===== config.mk =====
export PLATFORM = sky130hd
export DESIGN_NAME = seq_mult_param_flat
export DESIGN_NICKNAME = d
export VERILOG_FILES = /design/src/rtl/seq_mult_param_if.sv /design/src/rtl/seq_mult_param.sv /design/src/flat_wrapper.sv
export SDC_FILE = /design/constraint.sdc
export NUM_CORES = 1
export LEC_CHECK = 0
export CORE_MARGIN = 3
export CORE_UTILIZATION = 40
export CTS_CLUSTER_DIAMETER = 80
export DETAILED_ROUTE_END_ITERATION = 7
export GPL_ROUTABILITY_DRIVEN = 0
export PLACE_DENSITY_LB_ADDON = 0.08
export SLEW_MARGIN = 20
export SYNTH_ARGS = -nofsm -noshare
export SYNTH_HDL_FRONTEND = slang
export SYNTH_SLANG_ARGS = --single-unit

===== constraint.sdc =====
create_clock -name clk -period 3.14 [get_ports clk]
set_clock_uncertainty 0.1 [all_clocks]
set_input_delay 0.942 -clock clk [delete_from_list [all_inputs] [get_ports clk]]
set_output_delay 0.942 -clock clk [all_outputs]
set_load 0.02 [all_outputs]

===== src/rtl/seq_mult_param_if.sv =====
// seq_mult_param_if: start/busy/done handshake and operand/product bus for seq_mult_param
interface seq_mult_param_if #(parameter int WIDTH = 8);
    logic               start;
    logic               signed_mode;
    logic [WIDTH-1:0]   in1;
    logic [WIDTH-1:0]   in2;
    logic [2*WIDTH-1:0] out;
    logic               busy;
    logic               done;
    modport master (output start, signed_mode, in1, in2, input out, busy, done);
    modport slave (input start, signed_mode, in1, in2, output out, busy, done);
endinterface


===== src/rtl/seq_mult_param.sv =====
// seq_mult_param: radix-2 shift-add multiplier, signed/unsigned per operation, fixed WIDTH+2 latency
module seq_mult_param #(
    parameter int WIDTH = 8,
    parameter int CNT_W = $clog2(WIDTH + 1)
) (
    input logic            clk,
    input logic            reset,
    seq_mult_param_if.slave bus
);
    typedef enum logic [1:0] {IDLE, RUN, FINISH} state_t;
    state_t             state_q, state_d;
    logic [2*WIDTH-1:0] acc_q, acc_d, mcand_q, mcand_d, out_q, out_d;
    logic [WIDTH-1:0]   mplier_q, mplier_d, mag1, mag2;
    logic [CNT_W-1:0]   cnt_q, cnt_d;
    logic               neg_q, neg_d, busy_q, busy_d, done_q, done_d;
    // Operands are multiplied as magnitudes; the sign is reapplied once at the end
    assign mag1 = (bus.signed_mode & bus.in1[WIDTH-1]) ? ~bus.in1 + 1'b1 : bus.in1;
    assign mag2 = (bus.signed_mode & bus.in2[WIDTH-1]) ? ~bus.in2 + 1'b1 : bus.in2;
    always_ff @(posedge clk) begin
        if (reset) begin
            state_q  <= IDLE;
            acc_q    <= '0;
            mcand_q  <= '0;
            mplier_q <= '0;
            cnt_q    <= '0;
            neg_q    <= 1'b0;
            out_q    <= '0;
            busy_q   <= 1'b0;
            done_q   <= 1'b0;
        end else begin
            state_q  <= state_d;
            acc_q    <= acc_d;
            mcand_q  <= mcand_d;
            mplier_q <= mplier_d;
            cnt_q    <= cnt_d;
            neg_q    <= neg_d;
            out_q    <= out_d;
            busy_q   <= busy_d;
            done_q   <= done_d;
        end
    end
    always_comb begin
        state_d  = state_q;
        acc_d    = acc_q;
        mcand_d  = mcand_q;
        mplier_d = mplier_q;
        cnt_d    = cnt_q;
        neg_d    = neg_q;
        out_d    = out_q;
        done_d   = 1'b0;
        case (state_q)
            IDLE: if (bus.start) begin
                state_d  = RUN;
                acc_d    = '0;
                mcand_d  = {{WIDTH{1'b0}}, mag1};
                mplier_d = mag2;
                neg_d    = bus.signed_mode & (bus.in1[WIDTH-1] ^ bus.in2[WIDTH-1]);
                cnt_d    = CNT_W'(WIDTH);
            end
            RUN: begin
                acc_d    = mplier_q[0] ? acc_q + mcand_q : acc_q;
                mcand_d  = mcand_q << 1;
                mplier_d = mplier_q >> 1;
                cnt_d    = cnt_q - 1'b1;
                state_d  = (cnt_q == CNT_W'(1)) ? FINISH : RUN;
            end
            FINISH: begin
                out_d   = neg_q ? ~acc_q + 1'b1 : acc_q;
                done_d  = 1'b1;
                state_d = IDLE;
            end
            default: state_d = IDLE;
        endcase
        busy_d = (state_d != IDLE);
    end
    assign bus.out  = out_q;
    assign bus.busy = busy_q;
    assign bus.done = done_q;
endmodule


===== src/flat_wrapper.sv =====
// flat-port wrapper written by rule: the top's interface ports become plain ports
module seq_mult_param_flat 
#(
    parameter int WIDTH = 8,
    parameter int CNT_W = $clog2(WIDTH + 1)
)
  (clk, reset, bus_start, bus_signed_mode, bus_in1, bus_in2, bus_out, bus_busy, bus_done);
  seq_mult_param_if #(.WIDTH(WIDTH)) bus_i ();
  input logic clk;
  input logic reset;
  input wire logic [$bits(bus_i.start)-1:0] bus_start;
  input wire logic [$bits(bus_i.signed_mode)-1:0] bus_signed_mode;
  input wire logic [$bits(bus_i.in1)-1:0] bus_in1;
  input wire logic [$bits(bus_i.in2)-1:0] bus_in2;
  output wire logic [$bits(bus_i.out)-1:0] bus_out;
  output wire logic [$bits(bus_i.busy)-1:0] bus_busy;
  output wire logic [$bits(bus_i.done)-1:0] bus_done;
  assign bus_i.start = bus_start;
  assign bus_i.signed_mode = bus_signed_mode;
  assign bus_i.in1 = bus_in1;
  assign bus_i.in2 = bus_in2;
  assign bus_out = bus_i.out;
  assign bus_busy = bus_i.busy;
  assign bus_done = bus_i.done;
  seq_mult_param #(.WIDTH(WIDTH), .CNT_W(CNT_W)) u_core (.clk(clk), .reset(reset), .bus(bus_i));
endmodule

Word level (Yosys, flattened, before mapping)

Cells that the tools add are included.

Word-level logic and storage cells: 48
Register bits after elaboration: 65
Output and inout port bits: 18
Input port bits: 20

Bitwise logic cells: 7
$add $sub $neg: 5
Equal/unequal tests: 5
Multiplexer cells: 16
Reductions and logical operators: 6

Operators with widths:

| kind                                                   | number |
|---|---|
| two-way mux 16 bit                                     | 4 |
| one-hot mux 16 bit (2 select lines)                    | 2 |
| two-way mux 8 bit                                      | 3 |
| adder 16 x 1 -> 16 bit (second input constant)         | 1 |
| adder 16 bit                                           | 1 |
| adder 8 x 1 -> 8 bit (second input constant)           | 2 |
| NOT 16 bit                                             | 1 |
| NOT 8 bit                                              | 2 |
| one-hot mux 8 bit (2 select lines)                     | 1 |
| one-hot mux 4 bit (2 select lines)                     | 1 |
| == test 4 x 1 -> 1 bit (second input constant)         | 1 |
| two-way mux 2 bit                                      | 2 |
| two-way mux 4 bit                                      | 1 |
| one-hot mux 2 bit (2 select lines)                     | 1 |
| AND reduction 2 bit                                    | 2 |
| nonzero test 2 bit                                     | 2 |
| subtractor 4 x 1 -> 4 bit (second input constant)      | 1 |
| AND 1 bit                                              | 3 |
| AND reduction 3 bit                                    | 1 |
| == test 2 x 1 -> 1 bit (second input constant)         | 1 |
| == test 2 bit (second input constant)                  | 1 |
| zero test 2 bit                                        | 1 |
| inequality test 2 x 1 -> 1 bit (second input constant) | 1 |
| inequality test 2 bit (second input constant)          | 1 |
| other kinds (2)                                        | 2 |

Logic depth before layout (Yosys ltp)

Gate-level depths: netlist of run 1.

Depth in word-level cells: 5
Gate-level depth with buffers: 10
Depth with buffers taken out: 10

Least setup slack after synthesis of run 1

No wires, ideal clock.

Path kind: reg-to-reg
Start: register u_core.acc_q[0]
End: register u_core.acc_q[12]
Required time: 2.923 ns
Path slack: 0.846 ns
Setup time: 0.117 ns
Clock period less this slack: 2.294 ns
Path buffers: 0
Data arrival time: 2.077 ns
Cell stages (with the launch flop): 11
Cell sequence: dfxtp_1 ha_1 inv_1 fa_1 nor2b_1 o211ai_1 a31oi_1 o21ai_1 a21boi_1 o21ai_0 a32o_1

Word-level cells in the longest chain between the ends: 3

Ends and longest elaborated chain:

| element                             | line                 | RTL |
|---|---|---|
| start, declared                     | seq_mult_param.sv:12 | `logic [2*WIDTH-1:0] acc_q, acc_d, mcand_q, mcand_d, out_q, out_d;` |
| start signal, assigned              | seq_mult_param.sv:22 | `acc_q <= '0;` |
| start signal, assigned              | seq_mult_param.sv:32 | `acc_q <= acc_d;` |
| adder 16 bit                        | seq_mult_param.sv:61 | `acc_d = mplier_q[0] ? acc_q + mcand_q : acc_q;` |
| two-way mux 16 bit                  | seq_mult_param.sv:61 |  |
| one-hot mux 16 bit (2 select lines) | seq_mult_param.sv:51 | `case (state_q)` |

Every way passes these cells. The select of a mux whose other input is x is not followed.
A chain may end at the register's enable or synchronous reset.

Worst setup path in the final report of run 1

Same ends and word-level chain as after synthesis.

==> metrics, run 1 <==
outcome completed; CTS tree yes; # hold bufs at CTS 0; top cells by area, synth dfxtp_1 (36%), nor2_1 (8.3%), ha_1 (7.0%), xor2_1 (5.9%), a211oi_1 (4.4%); dpl cells around 560; grt met3 use ~3.0%; Crit Path Class flip-flop to flip-flop; Post-Synth XOR/XNOR Area 9.33%; Worst-path clk slew 70 ps; via count ~3100; most common flop cell mapped by yosys dfxtp_1; non-filler instance count after layout around 580; Placed Area between 0.004 and 0.005 mm2; Synth Area in Compound Gates between 20% and 30%; Worst Max-Slew Pin Slew ~1000 ps; Max Cap Viol 0; synthesis-to-layout area growth 17.9%; GR peak layer met1; setup TNS 0 ps; CTS H-tree depth 3; post-cts repair resize count 0; sequential element share of the synthesized area between 30% and 40%; PD cells ~420 mW/mm2; most frequent cell after synthesis nor2_1; TritonRoute pass-1 iters 5; CP Launch Type flip-flop; final hold vios 0; Yosys reg bits 65; largest net degree at the start of global routing 38; final worst path period share 84.7%; design area 0.00421 mm2; yosys warns 0; DIE HEIGHT about 100 um; Max Clk Rate ~0.38 GHz; CP cell instances ha_1 -> inv_1 -> fa_1 -> nor2b_1 -> o211ai_1 -> a31oi_1 -> o21ai_1 -> a21boi_1 -> o21ai_0 -> a32o_1; Clock Latency Late Sink between 300 and 400 ps; Async SR Flop Fraction 0%; synthesized area per cell 8.17 um2; ant diodes 0; Initial Util between 40% and 50%; core area roughly 0.0084 mm2; multiplexer area fraction after synthesis between 1 and 1.5%; first-pass GRT wire length between 10000 and 15000 um; Simple-Gate Fraction of Synth Area around 17%; Mapped Area around 0.0036 mm2; P_leak between 0.0015 and 0.002 uW; CP peak stage delay 420 ps; Synth top area share between 30% and 40%; Vias/cell approximately 5.4; Total GRT Usage between 10% and 20%; top post-synthesis cells by count nor2_1 (79), dfxtp_1 (65), nand2_1 (33), a21oi_1 (26), xor2_1 (24); initial antenna violation count 0; largest family of logic cells by synthesized area compound AO/OA/AOI/OAI gates; gr ovfl total 0; Max-slew headroom about a third; DR WL/cell ~14 um; Cells after Synth approximately 440; row cnt 33; fraction of layout cells with a size suffix above 1 just under 7%; Synth Area in Adders about 7.6%; hold_ws approximately 400 ps; Ports 38; Final ANT Viol Nets 0; Max clock buf depth 2; initial DRC count 156; final setup fails 0; minimum clock period about 2700 ps; die area between 0.01 and 0.015 mm2; clock sink count 65; HPWL Detailed 5900 um; die width 100 um; Critical Path Fanout Max 5; DRC violations left 0; Total Wirelength about 8000 um; nature of the critical path endpoint flip-flop; RSZ-0062 raised after global routing false; Final nets just over 500; TritonCTS buffer count 9; Peak VDD IR between 0.1 and 0.15 mV; post-synth top area cell dfxtp_1; Post-synth EDFFs 0; WP data arrival roughly 2800 ps; met1 Use GR 24.8%; clock root cell clkbuf_8; Critical-path top delay cell dfxtp_1; Post-CTS Setup Inserts 0; vias in the first global route roughly 2800; IO buf count 37; syn nets about 480; post-synth cell types 46; GR Layer Usage met2 roughly 24%; Final Max Slew Viols 0; Min-Delay Path Class flip-flop to flip-flop; worst path required time 3270 ps
[cells by family after synthesis]
kind of cell,Yosys count
multiplexers,4
buffers and inverters,41
adder cells (fa/ha/maj),21
AND/OR/NAND/NOR,145
flip-flops,65
XOR/XNOR,38
AO/OA/AOI/OAI,123
[where the power goes]
group	switching, uW	internal [uW]	total (uW)
clock network	312	299	611
registers	28.4	856	885
logic	145	113	257
total	485	1270	1750
[layer usage]
| metal | share of wire, % | vias up |
|---|---|---|
| li1 | - | 1626 |
| met1 | 52 | 1414 |
| met2 | 42 | 72 |
| met3 | 4.5 | 9 |
| met4 | 1.3 | 0 |
| met5 | 0 | - |
[per-stage QoR]
stage                     worst slack [ps]  utilization (%)  power [uW]
after global routing                   338             49.9        1840
after floorplan                        846                -        1070
after global placement                 498             48.0        1160
after CTS                              493             49.9        1770
final                                  479             49.9        1750
after detailed placement               462             48.0        1160
[worst paths after layout]
path	cells after the start	startpoint	slack (ps)	endpoint
hold reg to reg	2	u_core.bus.out[8]	400	u_core.bus.out[8]
setup reg to reg	10	u_core.acc_q[0]	480	u_core.acc_q[12]
setup / recovery	10	u_core.acc_q[0]	480	u_core.acc_q[12]
hold / removal	2	u_core.bus.out[8]	400	u_core.bus.out[8]
[final cells by class]
type                       instances  area [um2]
sequential                        65        1300
clock inverter                     4        20.0
clock buffer                      11         141
timing repair buffer              45         425
inverter                          18        67.6
multi-input combinational        331        2120
fill                             839        4220
tap                              105         131
[worst max-delay path: cells and delay by family, from the launching register on]
kind                       cells  cell delay, ps
AOI/OAI and AO/OA              6            1180
adders and majority gates      2             600
DFF                            1             420
and+or+nand+nor                1             210
buffers and inverters          1              60
[cell usage in the layout, fill, tap and decap left out, drive strengths merged, types with 11 or more instances in the layout]
master / count
a21oi: 26
ha: 20
clkbuf: 11
xor2: 24
o21ai: 23
dfxtp: 65
nand2: 33
clkdlybuf4s50: 36
a211oi: 21
xnor2: 14
inv: 18
nor2: 79
a22oi: 15
[state kept, by name, summed over array words and instances (netlist names)]
name             flops
u_core.bus.busy      1
u_core.bus.out      16
u_core.neg_q         1
u_core.cnt_q         4
u_core.mcand_q      16
u_core.mplier_q      8
u_core.acc_q        16
u_core.bus.done      1
u_core.state_q       2
Power figures use the tool's default switching activity.
==> run 2, diff against run 1 <==
clock period = 2.3 ns   (was 3.14 ns; I/O delays follow)
==> metrics, run 2 (synthesis results as in run 1) <==
die width between 100 and 150 um; Tot Pwr between 2000 and 3000 uW; Final Max Slew Viols 0; PD cells about 620 mW/mm2; Total Wirelength about 8600 um; first-pass GRT wire length around 15000 um; Min-Delay Path Class flip-flop to flip-flop; synthesis-to-layout area growth 31.5%; TritonRoute pass-1 iters 7; TritonCTS buffer count 9; gr ovfl total 0; Final ANT Viol Nets 0; minimum clock period ~2300 ps; Worst-path clk slew 80 ps; IO buf count 37; ant diodes 0; Peak VDD IR 0.279 mV; non-filler instance count after layout 620; vias in the first global route ~3100; CTS tree yes; DR WL/cell ~14 um; nature of the critical path endpoint flip-flop; final worst path period share 99.3%; CTS H-tree depth 3; WP data arrival approximately 2400 ps; Clock Latency Late Sink between 300 and 400 ps; most common cell after layout, fill and taps aside nor2_1; row cnt 33; setup TNS 0 ps; final setup fails 0; Worst Max-Slew Pin Slew 586 ps; largest net degree at the start of global routing 32; Max clock buf depth 2; DRC violations left 0; RSZ-0062 raised after global routing true; die area around 0.010 mm2; Max-slew headroom between 60 and 70%; dpl cells ~600; P_leak roughly 0.0019 uW; worst path required time 2450 ps; clock sink count 65; initial antenna violation count 0; Vias/cell around 5.3; Initial Util a little over two fifths; outcome completed; initial DRC count between 100 and 150; Max Cap Viol 0; Critical Path Fanout Max 2; fraction of layout cells with a size suffix above 1 around 17%; CP Launch Type flip-flop; clock root cell clkbuf_8; Ports 38; # hold bufs at CTS 0; Crit Path Class flip-flop to flip-flop; core area approximately 0.0084 mm2; via count 3296; DIE HEIGHT 100 um; final hold vios 0; Max Clk Rate 0.438 GHz; Total GRT Usage between 15 and 20%; commonest cells after routing, fill and taps aside nor2_1 (78), dfxtp_1 (60), buf_4 (47); HPWL Detailed between 6000 and 7000 um; Final nets roughly 550
-- run 2: cell types whose count changed in the layout (fill, tap and decap cells not counted), moves of 3 or more --
cell       delta
bufinv_16     +4
clkinv_2      -3
dfxtp_2       +5
dfxtp_1       -5
buf_4        +39
-- run 2: final timing paths --
path         depth (start not counted)  slack (ps)               from          endpoint
min                                  2         390    u_core.acc_q[9]   u_core.acc_q[9]
max reg2reg                         10          20  u_core.mcand_q[0]  u_core.acc_q[12]
min reg2reg                          2         390    u_core.acc_q[9]   u_core.acc_q[9]
max                                 10          20  u_core.mcand_q[0]  u_core.acc_q[12]
-- run 2: repair_timing --
item	CTS	global route
setup buffers	0	2
endpoints found under the hold margin	0	0
resized for setup	0	17
setup endpoints to repair	1	8
pin swaps	2	6
-- run 2: routing by layer --
metal  part of all wire [%]  vias to the layer above  track usage [%]
li1                       -                     1718                -
met3                    4.2                       14             3.11
met5                      0                        -                0
met2                     42                       60             27.4
met1                     51                     1504             25.4
met4                    2.3                        0             8.29
-- run 2: report_power, final --
part | internal (uW) | switching, uW | total (uW)
sequential | 1170 | 38.4 | 1210
combinational | 184 | 211 | 395
clock | 831 | 475 | 1310
total | 2180 | 725 | 2910
-- run 2: cell type report --
cell class	count	area [um2]
clock buffers	9	124
clock inverters	7	143
fillers	802	3730
inverters	18	67.6
multi-input cells	331	2180
flip-flops and latches	65	1310
well taps	105	131
repair buffers	85	738
-- run 2: through the flow --
stage	hold WS (ps)	setup slack, ps	area (um2)	util [%]
after floorplan	353	5.80	3570	-
after global placement	383	-60.8	4340	51.6
after detailed placement	379	-72.8	4340	51.6
after CTS	400	12.3	4610	54.7
after global routing	422	-158	4690	55.7
final	392	15.0	4690	55.7
-- run 2: worst max-delay path: stages, from the launching register on --
cell      delay [ps]
dfxtp_2          330
ha_1             210
inv_2             60
fa_2             200
nor2b_2           50
o211ai_1         240
a31oi_1          140
o21ai_1          190
a21boi_1         100
or3_1            310
a32o_1           250
